<file path="config.mk">
export PLATFORM = sky130hd
export DESIGN_NAME = regfile_dump_unit
export DESIGN_NICKNAME = d
export VERILOG_FILES = /design/src/rtl/regfile_dump_unit.sv
export SDC_FILE = /design/constraint.sdc
export NUM_CORES = 1
export LEC_CHECK = 0
export CORE_UTILIZATION = 50
export CTS_CLUSTER_DIAMETER = 30
export DETAILED_ROUTE_END_ITERATION = 10
export GPL_TIMING_DRIVEN = 0
export PLACE_DENSITY = 0.84
export SLEW_MARGIN = 25
export SYNTH_ARGS = -nofsm -noshare
export SYNTH_HDL_FRONTEND = slang
export SYNTH_SLANG_ARGS = --single-unit
</file>
<file path="constraint.sdc">
create_clock -name clk -period 2.45 [get_ports clk]
set_input_delay 0.49 -clock clk [delete_from_list [all_inputs] [get_ports clk]]
set_output_delay 0.49 -clock clk [all_outputs]
set_load 0.005 [all_outputs]
</file>
<file path="src/rtl/regfile_dump_unit.sv">
// Walks every register-file address on one read port and streams each word out LSB byte first.
// Define REGFILE_DUMP_CHECKSUM_EN to append an XOR checksum byte after the last register.
module regfile_dump_unit #(
  parameter int NUM_REGS = 32,
  parameter int ADDR_W   = 5,
  parameter int DATA_W   = 32
) (
  input  logic              clk,
  input  logic              rst,
  input  logic              start,
  output logic [ADDR_W-1:0] rd_addr,
  input  logic [DATA_W-1:0] rd_data,
  output logic [7:0]        tx_data,
  output logic              tx_valid,
  input  logic              tx_ready,
  output logic              busy,
  output logic              done
);

  localparam int NB    = DATA_W / 8;
  localparam int CNT_W = (NB > 1) ? $clog2(NB) : 1;
  localparam logic [CNT_W-1:0]  LAST_BYTE = CNT_W'(NB - 1);
  localparam logic [ADDR_W-1:0] LAST_ADDR = ADDR_W'(NUM_REGS - 1);

  typedef enum logic [2:0] {
    S_IDLE,
    S_LOAD,
    S_SEND,
`ifdef REGFILE_DUMP_CHECKSUM_EN
    S_CHK,
`endif
    S_DONE
  } state_t;

  state_t             r_state;
  state_t             w_state_nxt;
  logic [ADDR_W-1:0]  r_addr;
  logic [DATA_W-1:0]  r_shift;
  logic [CNT_W-1:0]   r_cnt;
  logic               w_last_byte;
  logic               w_last_reg;
`ifdef REGFILE_DUMP_CHECKSUM_EN
  logic [7:0]         r_csum;
`endif

  assign w_last_byte = (r_cnt == LAST_BYTE);
  assign w_last_reg  = (r_addr == LAST_ADDR);
  assign rd_addr     = r_addr;

  always_ff @(posedge clk or posedge rst) begin
    if (rst) r_state <= S_IDLE;
    else     r_state <= w_state_nxt;
  end

  // Outputs decode straight from the state register so reset clears them without a clock edge.
  always_comb begin
    w_state_nxt = r_state;
    tx_valid    = 1'b0;
    tx_data     = 8'h00;
    busy        = 1'b1;
    done        = 1'b0;
    case (r_state)
      S_IDLE: begin
        busy = 1'b0;
        if (start) w_state_nxt = S_LOAD;
      end
      S_LOAD: w_state_nxt = S_SEND;
      S_SEND: begin
        tx_valid = 1'b1;
        tx_data  = r_shift[7:0];
        if (tx_ready && w_last_byte) begin
`ifdef REGFILE_DUMP_CHECKSUM_EN
          w_state_nxt = w_last_reg ? S_CHK : S_LOAD;
`else
          w_state_nxt = w_last_reg ? S_DONE : S_LOAD;
`endif
        end
      end
`ifdef REGFILE_DUMP_CHECKSUM_EN
      S_CHK: begin
        tx_valid = 1'b1;
        tx_data  = r_csum;
        if (tx_ready) w_state_nxt = S_DONE;
      end
`endif
      S_DONE: begin
        done        = 1'b1;
        w_state_nxt = S_IDLE;
      end
      default: w_state_nxt = S_IDLE;
    endcase
  end

  // Address only advances after the last byte of a word, and stops at the final register.
  always_ff @(posedge clk or posedge rst) begin
    if (rst) begin
      r_addr  <= '0;
      r_shift <= '0;
      r_cnt   <= '0;
    end else begin
      case (r_state)
        S_IDLE: r_addr <= '0;
        S_LOAD: begin
          r_shift <= rd_data;
          r_cnt   <= '0;
        end
        S_SEND: begin
          if (tx_ready) begin
            r_shift <= r_shift >> 8;
            r_cnt   <= r_cnt + 1'b1;
            if (w_last_byte && !w_last_reg) r_addr <= r_addr + 1'b1;
          end
        end
        S_DONE: r_addr <= '0;
        default: ;
      endcase
    end
  end

`ifdef REGFILE_DUMP_CHECKSUM_EN
  always_ff @(posedge clk or posedge rst) begin
    if (rst)                              r_csum <= 8'h00;
    else if (r_state == S_IDLE && start)  r_csum <= 8'h00;
    else if (r_state == S_SEND && tx_ready) r_csum <= r_csum ^ r_shift[7:0];
  end
`endif

endmodule

</file>
# Word-level counts from Yosys, hierarchy flattened
# Index checks and enable logic that the tools add are counted.
[totals] regBits=42 inputBits=36 out_inout_bits=16 wordCells=40
[classes] add_sub_neg=2 eq_ne=9 muxes=15 reduce_logical=10
[op_table] cell="$pmux W32 S2" count=1
[op_table] cell="$mux W32" count=1
[op_table] cell="$mux W5" count=2
[op_table] cell="$pmux W5 S2" count=1
[op_table] cell="$pmux W3 S3" count=1
[op_table] cell="$mux W8" count=1
[op_table] cell="$ne A2 B2 Y1 const B" count=4
[op_table] cell="$eq A3 B2 Y1 const B" count=2
[op_table] cell="$mux W3" count=2
[op_table] cell="$add A5 B1 Y5 const B" count=1
[op_table] cell="$eq A5 B5 Y1 const B" count=1
[op_table] cell="$mux W2" count=2
[op_table] cell="$pmux W2 S2" count=1
[op_table] cell="$reduce_and A2 Y1" count=2
[op_table] cell="$reduce_bool A2 Y1" count=2
[op_table] cell="$eq A3 B1 Y1 const B" count=1
[op_table] cell="$logic_not A3 Y1" count=1
[op_table] cell="$mux W1" count=3
[op_table] cell="$reduce_and A3 Y1" count=1
[op_table] cell="$add A2 B1 Y2 const B" count=1
[op_table] cell="$eq A2 B2 Y1 const B" count=1
[op_table] cell="$logic_and A1 B1 Y1" count=2
[op_table] cell="$reduce_or A2 Y1" count=1
[op_table] cell="$logic_not A1 Y1" count=1

# Depth between registers and ports, before layout
# Gate-level depths: netlist (run 1).
[logic_depth] ltp_word=6 mapped_depth=8 mapped_depth_nobuf=7

# Worst setup path after synthesis (run 1)
# OpenSTA, ideal clock, no wires.
[synth_path] path_type="register to output" startpoint="register r_state[0]" endpoint="output tx_data[0]" t_arrival_ps=1180 t_required_ps=1960 setup_slack_ps=780 path_stages_with_launch=6 path_buffers=2 cell_sequence="dfrtp_1 inv_1 ha_1 buf_6 clkbuf_1 and2_1"
[synth_via] elab_chain_cells=2
[synth_rtl] item="start, declared" line_no="35" text="state_t r_state;"
[synth_rtl] item="start signal, assigned" line_no="52" text="else r_state <= w_state_nxt;"
[synth_rtl] item="$eq A3 B2 Y1" line_no="62" text="case (r_state)"
[synth_rtl] item="$mux W8" line_no="62"
[synth_rtl] item="end, declared" line_no="13" text="output logic [7:0] tx_data,"
# Every way passes these cells.

# Worst setup path after layout (run 1)
[layout_path] startpoint="register r_state[0]" endpoint="output tx_data[7]"
# The elaborated chain is that of the path after synthesis.

==> run summary, run 1 <==
Antenna fix cells - 0
Pwr Density - 1200 mW/mm^2
RSZ-0062 raised after global routing - false
Mapped Area - 0.00205 mm^2
Final TNS setup - 0 ns
Required @ worst endpoint - 1.96 ns
WS Path Type - register to primary output
Mux cell area share after synthesis - 0.142
Final global-route overflow total - 0
Die X - 66.0 um
Final Worst Setup Slack - 0.0994 ns
Pleak - 0.00123 uW
Post-DP Area - 0.00264 mm^2
Post-synth EDFFs - 0
Main combinational cell family by area after synthesis - compound AO/OA/AOI/OAI gates
Synth area leaders - dfrtp_1 50%, mux2i_1 14%, o21ai_1 5.9%, nand2_1 5.3%, ha_1 4.3%
Final cell area excluding filler cells - 0.00274 mm^2
H-tree depth - 2
Share of layout cells above drive strength 1 - 0.0956
Clk buf depth - 2
Row count - 22
Post-synth ARST share - 1.00
Minimum clock period - 2.35 ns
Sum of buffers and inverters on the critical path - 3
Worst Path Arrival - 1.86 ns
Total track usage - 0.231
Post-Synth XOR/XNOR Area - 0.00428
Number of setup buffers added after CTS - 0
Clock Sinks - 41
Peak VDD IR - 0.000587 V
Top cell type's share of synthesized area - 0.501
Pins Over Slew Limit - 0
#FFs+latches synth - 41
First-pass GRT wire length - 7.44 mm
Worst-Margin Slew - 0.550 ns
Initial Utilization - 0.539
Yosys warning total - 0
Syn nets - 235
HP Class - input port to asynchronous set/reset pin
Crit path cell chain - inv_2, ha_1, buf_6, and2_1, clkdlybuf4s50_1
Antenna Nets Post-Route - 0
Yosys cell types - 31
Post-synthesis adder-cell area fraction - 0.0428
Die ar. - 0.00435 mm^2
Core Box Area - 0.00380 mm^2
Antenna violations before repair - 0
TritonCTS clock tree - done
CP max FO - 18
Die height - 66.0 um
Syn Area/Cell - 10.7 um^2
Initial DRC Count - 51
Top FF cell, synth - dfrtp_1
# Max-Cap Violations - 0
Layout area overhead - 33.6%
DRC Markers - 0
Synth Area in Compound Gates - 0.142
Worst Skew - 0.00569 ns
Worst setup EP type - primary output
Element type at the critical path start - register
Vias per cell - 5.25
Crit-path leading delay family - buffers and inverters
DR vias - 1571
Final period util - 0.959
Top Ports - 52
Cell count after synthesis - 192
First-pass iteration count of the detailed router - 4
Port Buffers - 51
DP Wirelength - 3.16 mm
Register area share after synthesis - 0.501
Status - finished, final reports clean
RePlAce Congestion - 0.764
CP peak stage delay - 0.49 ns
Final Setup Violations - 0
Fmax - 425 MHz
DP Worst Slack - 0.0906 ns
Clock edge transition at the registers on the reported setup and hold paths - 0.08 ns
Largest net degree at the start of global routing - 27
Worst skew pair latency - 0.29 ns
Fin. Hold Viols - 0
Slew margin rel. - 0.632
WL/cell - 14.4 um
Post-Synth Simple-Gate Area - 0.101
Slowest cell on crit path - clkdlybuf4s50_1
Inserted Clock Buffers - 5
Yosys top cell by area - dfrtp_1
Routed wire length - 4.30 mm
CTS Root Cell - clkbuf_8
Number of global-route vias before repair - 1569
Final #Nets - 293
[per-stage QoR]
stage / cells / power (uW) / hold slack (ns) / utilization
2_1_floorplan: 192 / 2300 / 0.447 / -
3_3_place_gp: 291 / 2760 / 0.459 / 0.689
3_5_place_dp: 292 / 2840 / 0.476 / 0.694
4_1_cts: 299 / 3320 / 0.481 / 0.720
5_1_grt: 299 / 3570 / 0.512 / 0.720
6_report: 299 / 3290 / 0.479 / 0.720
[cells in the final DEF (no fill, tap or decap), drive strengths merged, types with 2 or more instances in the layout]
master         synthesis  layout
a221oi                 3       3
a22o                   7       7
and2                   8       8
buf                   10      11
clkbuf                 2       8
clkdlybuf4s50          0      51
dfrtp                 41      41
ha                     7       7
inv                   12      12
mux2i                 29      29
nand2                 29      29
nand3b                 2       2
nor2                   2       2
o21ai                 26      26
o22ai                  2       2
[final timing paths]
path | start | to | slack (ns) | cells after the start
max | r_state[0]$_DFFE_PP0P_ | tx_data[7] | 0.1 | 5
min | rst | r_state[1]$_DFFE_PP0P_ | 0.48 | 2
max reg2reg | r_state[0]$_DFFE_PP0P_ | r_shift[0]$_DFFE_PP0P_ | 0.55 | 6
min reg2reg | r_shift[19]$_DFFE_PP0P_ | r_shift[19]$_DFFE_PP0P_ | 0.49 | 2
max in group asynchronous | rst | r_shift[9]$_DFFE_PP0P_ | 1.51 | 3
min in group clk | r_shift[19]$_DFFE_PP0P_ | r_shift[19]$_DFFE_PP0P_ | 0.49 | 2
[cells in the mapped netlist (2+ instances only)]
cell,number
nor2_1,2
clkbuf_1,2
dfrtp_1,41
o22ai_1,2
o21ai_1,24
and2_1,8
o21ai_0,2
mux2i_1,29
ha_1,7
a221oi_1,3
buf_2,4
inv_1,11
a22o_1,7
nand2_1,29
buf_6,5
[cell type report]
cell class              instances  area (um^2)
multi-input cells             127          885
clock buffers                   7         96.3
well taps                      48         60.1
plain buffers                  11         87.6
flip-flops and latches         41         1030
repair buffers                 52          531
clock inverters                 1         5.00
fillers                       299         1060
inverters                      12         45.0
[kinds of logic (layout without fill, tap and decap cells)]
logic type / Yosys count / in the layout
simple gates: 45 / 45
fa+ha+maj: 7 / 7
buf+inv: 24 / 83
flops: 41 / 41
xor+xnor: 1 / 1
mux: 29 / 29
compound gates: 45 / 45
[registers in the layout, summed over array words and instances, names as in the netlist]
name,flops
r_state,2
rd_addr,5
r_cnt,2
r_shift,32
[report_power, final]
part | internal, uW | switching, uW | leakage [uW]
combinational | 822 | 831 | 0.000653
clock | 255 | 231 | 0.0000542
sequential | 979 | 175 | 0.000522
total | 2060 | 1240 | 0.00123
[what timing repair did]
| action | in CTS | in global routing |
|---|---|---|
| resized for setup | 0 | 1 |
| endpoints found under the setup margin | 8 | 8 |
| hold buffers | 0 | 0 |
| pin swaps | 0 | 0 |
| cloned | 0 | 0 |
[metal layers]
layer	wire (um)	GRT usage	up-vias
met3	172	0.0517	5
met1	2080	0.311	740
met4	56	0.0718	0
li1	-	-	779
met2	1990	0.370	47
met5	0	0	-
(Power assumes the default switching activity.)
==> inputs of run 2 (changes only) <==
--- a/config.mk
+++ b/config.mk
@@ -5,11 +5,10 @@
 export SDC_FILE = /design/constraint.sdc
 export NUM_CORES = 1
 export LEC_CHECK = 0
-export CORE_UTILIZATION = 50
-export CTS_CLUSTER_DIAMETER = 30
+export CORE_UTILIZATION = 49
 export DETAILED_ROUTE_END_ITERATION = 10
 export GPL_TIMING_DRIVEN = 0
-export PLACE_DENSITY = 0.84
+export PLACE_DENSITY = 0.83
 export SLEW_MARGIN = 25
 export SYNTH_ARGS = -nofsm -noshare
 export SYNTH_HDL_FRONTEND = slang
==> constraint.sdc (replaced) <==
create_clock -name clk -period 2.3 [get_ports clk]
set_input_delay 0.46 -clock clk [delete_from_list [all_inputs] [get_ports clk]]
set_output_delay 0.46 -clock clk [all_outputs]
set_load 0.005 [all_outputs]
==> run 2 against run 1 <==
  * Clock skew shrank 0.0026 ns
  * Die area rose by 2.0%
  * Worst setup slack gained 0.012 ns
  * Clock-buffer cell count is 1 lower
  * Register-to-register slack worse by 0.16 ns
  * Largest cell class unchanged
  * Clock power down 9.3%
  * Design area grew 0.32%
  * Total power rose by 5.2%
  * Critical endpoint is now tx_data[6]
  * Combinational power rose by 8%
  * Largest power group unchanged
  * Sequential cell count stayed put
==> run summary, run 2 (synthesis gave the netlist of run 1 again) <==
Status - finished, final reports clean (unchanged)
Routed wire length - 4.19 mm (was 4.30 mm)
Top Ports - 52 (unchanged)
H-tree depth - 2 (unchanged)
Fin. Hold Viols - 0 (unchanged)
Sequential power share - 0.354 (was 0.350)
Critical path launch point - r_state[0]$_DFFE_PP0P_ (unchanged)
Row count - 23 (was 22)
RePlAce Congestion - 0.768 (was 0.764)
Die ar. - 0.00444 mm^2 (was 0.00435 mm^2)
Worst setup EP type - primary output (unchanged)
Minimum clock period - 2.19 ns
Critical R2R Launch - r_state[0]$_DFFE_PP0P_ (unchanged)
Largest net degree at the start of global routing - 30 (was 27)
Clk buf depth - 2 (unchanged)
Worst r2r dst - r_shift[1]$_DFFE_PP0P_ (was r_shift[0]$_DFFE_PP0P_)
Final Setup Violations - 0 (unchanged)
Antenna violations before repair - 0 (unchanged)
Initial DRC Count - 68 (was 51)
Pleak - 0.00123 uW (about the same)
CTS Root Cell - clkbuf_8 (unchanged)
First-pass GRT wire length - 7.28 mm (was 7.44 mm)
CP max FO - 11 (was 18)
Vias per cell - 5.14 (was 5.25)
WL/cell - 13.8 um (was 14.4 um)
CP peak stage delay - 0.49 ns (about the same)
TritonCTS clock tree - done (unchanged)
Switch Pwr - 1300 uW (was 1240 uW)
Layout area overhead - 34.0% (was 33.6%)
R2R depth - 7 (was 6)
Switch share - 0.376 (about the same)
Pwr Density - 1260 mW/mm^2 (was 1200 mW/mm^2)
DRC Markers - 0 (unchanged)
Fmax - 457 MHz
Final global-route overflow total - 0 (unchanged)
Worst skew pair latency - 0.28 ns (was 0.29 ns)
WS Path Type - register to primary output (unchanged)
Reg2Reg Setup Slack - 0.39 ns (was 0.55 ns)
Slew margin rel. - 0.654 (was 0.632)
First-pass iteration count of the detailed router - 4 (unchanged)
Number of global-route vias before repair - 1561 (was 1569)
Element type at the critical path start - register (unchanged)
Final cell area excluding filler cells - 0.00274 mm^2 (about the same)
Hold_ws - 0.442 ns (was 0.479 ns)
Most common cell after layout, fill and taps aside - clkdlybuf4s50_1 (unchanged)
Max reg flops - 32 (unchanged)
Internal power - 2160 uW (was 2060 uW)
Antenna fix cells - 0 (unchanged)
DR vias - 1563 (was 1571)
DP Wirelength - 3.12 mm (was 3.16 mm)
Logic pwr share - 0.518 (was 0.502)
Fill count - 318 (was 299)
Peak VDD IR - 0.000725 V (was 0.000587 V)
Top reg by flops - r_shift (unchanged)
Final period util - 0.952
Worst Path Arrival - 1.73 ns (was 1.86 ns)
Post-DP Area - 0.00264 mm^2 (about the same)
Total track usage - 0.224 (was 0.231)
Slowest cell on crit path - clkdlybuf4s50_1 (unchanged)
Worst-Margin Slew - 0.519 ns (was 0.550 ns)
Share of layout cells above drive strength 1 - 0.106 (was 0.0956)
Worst Skew - 0.00313 ns (was 0.00569 ns)
HP Class - input port to asynchronous set/reset pin (unchanged)
Pins Over Slew Limit - 0 (unchanged)
Port Buffers - 51 (unchanged)
Antenna Nets Post-Route - 0 (unchanged)
Clock edge transition at the registers on the reported setup and hold paths - 0.08 ns (about the same)
Core Box Area - 0.00400 mm^2 (was 0.00380 mm^2)
Final #Nets - 296 (was 293)
RSZ-0062 raised after global routing - false (unchanged)
Most frequent cells in the layout - 51 x clkdlybuf4s50_1, 41 x dfrtp_1, 29 x mux2i_1, 29 x nand2_1, 24 x o21ai_1 (unchanged)
Initial Utilization - 0.512 (was 0.539)
Crit path cell chain - inv_2, ha_2, buf_6, and2_1, clkdlybuf4s50_1 (was inv_2, ha_1, buf_6, and2_1, clkdlybuf4s50_1)
Die height - 66.6 um (was 66.0 um)
# Max-Cap Violations - 0 (unchanged)
Clock power share - 0.127 (was 0.148)
Required @ worst endpoint - 1.84 ns (was 1.96 ns)
Clock Sinks - 41 (unchanged)
Inserted Clock Buffers - 5 (unchanged)
Die X - 66.6 um (was 66.0 um)
[run 2: cell count changes in the layout (fill, tap and decap cells not counted)]
cell      change
ha_1          -1
ha_2          +1
clkbuf_8      -2
buf_4         +3
clkbuf_1      +1
clkinv_2      +1
[run 2: worst max-delay path by stage]
| stage | to | slack, ns | cells past startpoint |
|---|---|---|---|
| finish | tx_data[6] | 0.11 | 5 |
| global route | tx_data[4] | 0.005 | 5 |
| CTS | tx_data[6] | 0.04 | 5 |
| detailed placement | tx_data[4] | -0.06 | 6 |
| global placement | tx_data[6] | -0.03 | 6 |
| floorplan | rd_addr[2]$_DFFE_PP0P_ | 0.65 | 7 |
[run 2: routing by layer]
layer | share of wire | track usage | up-vias | wire, um
met4 | 0.027 | 0.120 | 0 | 112
met5 | 0 | 0 | - | 0
met3 | 0.031 | 0.0377 | 8 | 129
li1 | - | - | 784 | -
met2 | 0.49 | 0.351 | 41 | 2030
met1 | 0.46 | 0.293 | 730 | 1910
[run 2: final cells by class]
type,count,area (um^2),area share
repair buffers,55,553,0.202
flip-flops and latches,41,1030,0.374
clock buffers,6,72.6,0.0264
well taps,50,62.6,0.0228
plain buffers,11,87.6,0.0319
inverters,12,45.0,0.0164
multi-input cells,127,887,0.323
clock inverters,2,10.0,0.00365
[run 2: per-stage QoR]
stage	power (uW)	setup TNS [ns]	utilization	setup WS [ns]	cells
2_1_floorplan	2450	0	-	0.648	192
3_5_place_dp	3010	-0.447	0.660	-0.0596	294
5_1_grt	3790	0	0.686	0.00540	304
4_1_cts	3480	0	0.683	0.0425	303
3_3_place_gp	2930	-0.137	0.655	-0.0263	293
6_report	3460	0	0.686	0.111	304
[run 2: worst max-delay path, delay by kind of cell, from the launching register on]
kind                       cells  cell delay (ns)
and+or+nand+nor                1             0.13
DFF                            1             0.42
adders and majority gates      1             0.19
buffers and inverters          3             0.71
[run 2: repair_timing]
item                       4_1_cts  5_1_grt
hold buffers                     0        0
setup endpoints to repair        8        8
buffers inserted                 2        1
gates resized for setup          0        2
[run 2: power by group through the flow]
stage               Clock (uW)  Combinational (uW)  Sequential, uW
finish                     441                1790            1230
global route               490                2030            1270
CTS                        458                1800            1230
detailed placement           0                1770            1240
global placement             0                1700            1220
floorplan                    0                1260            1190
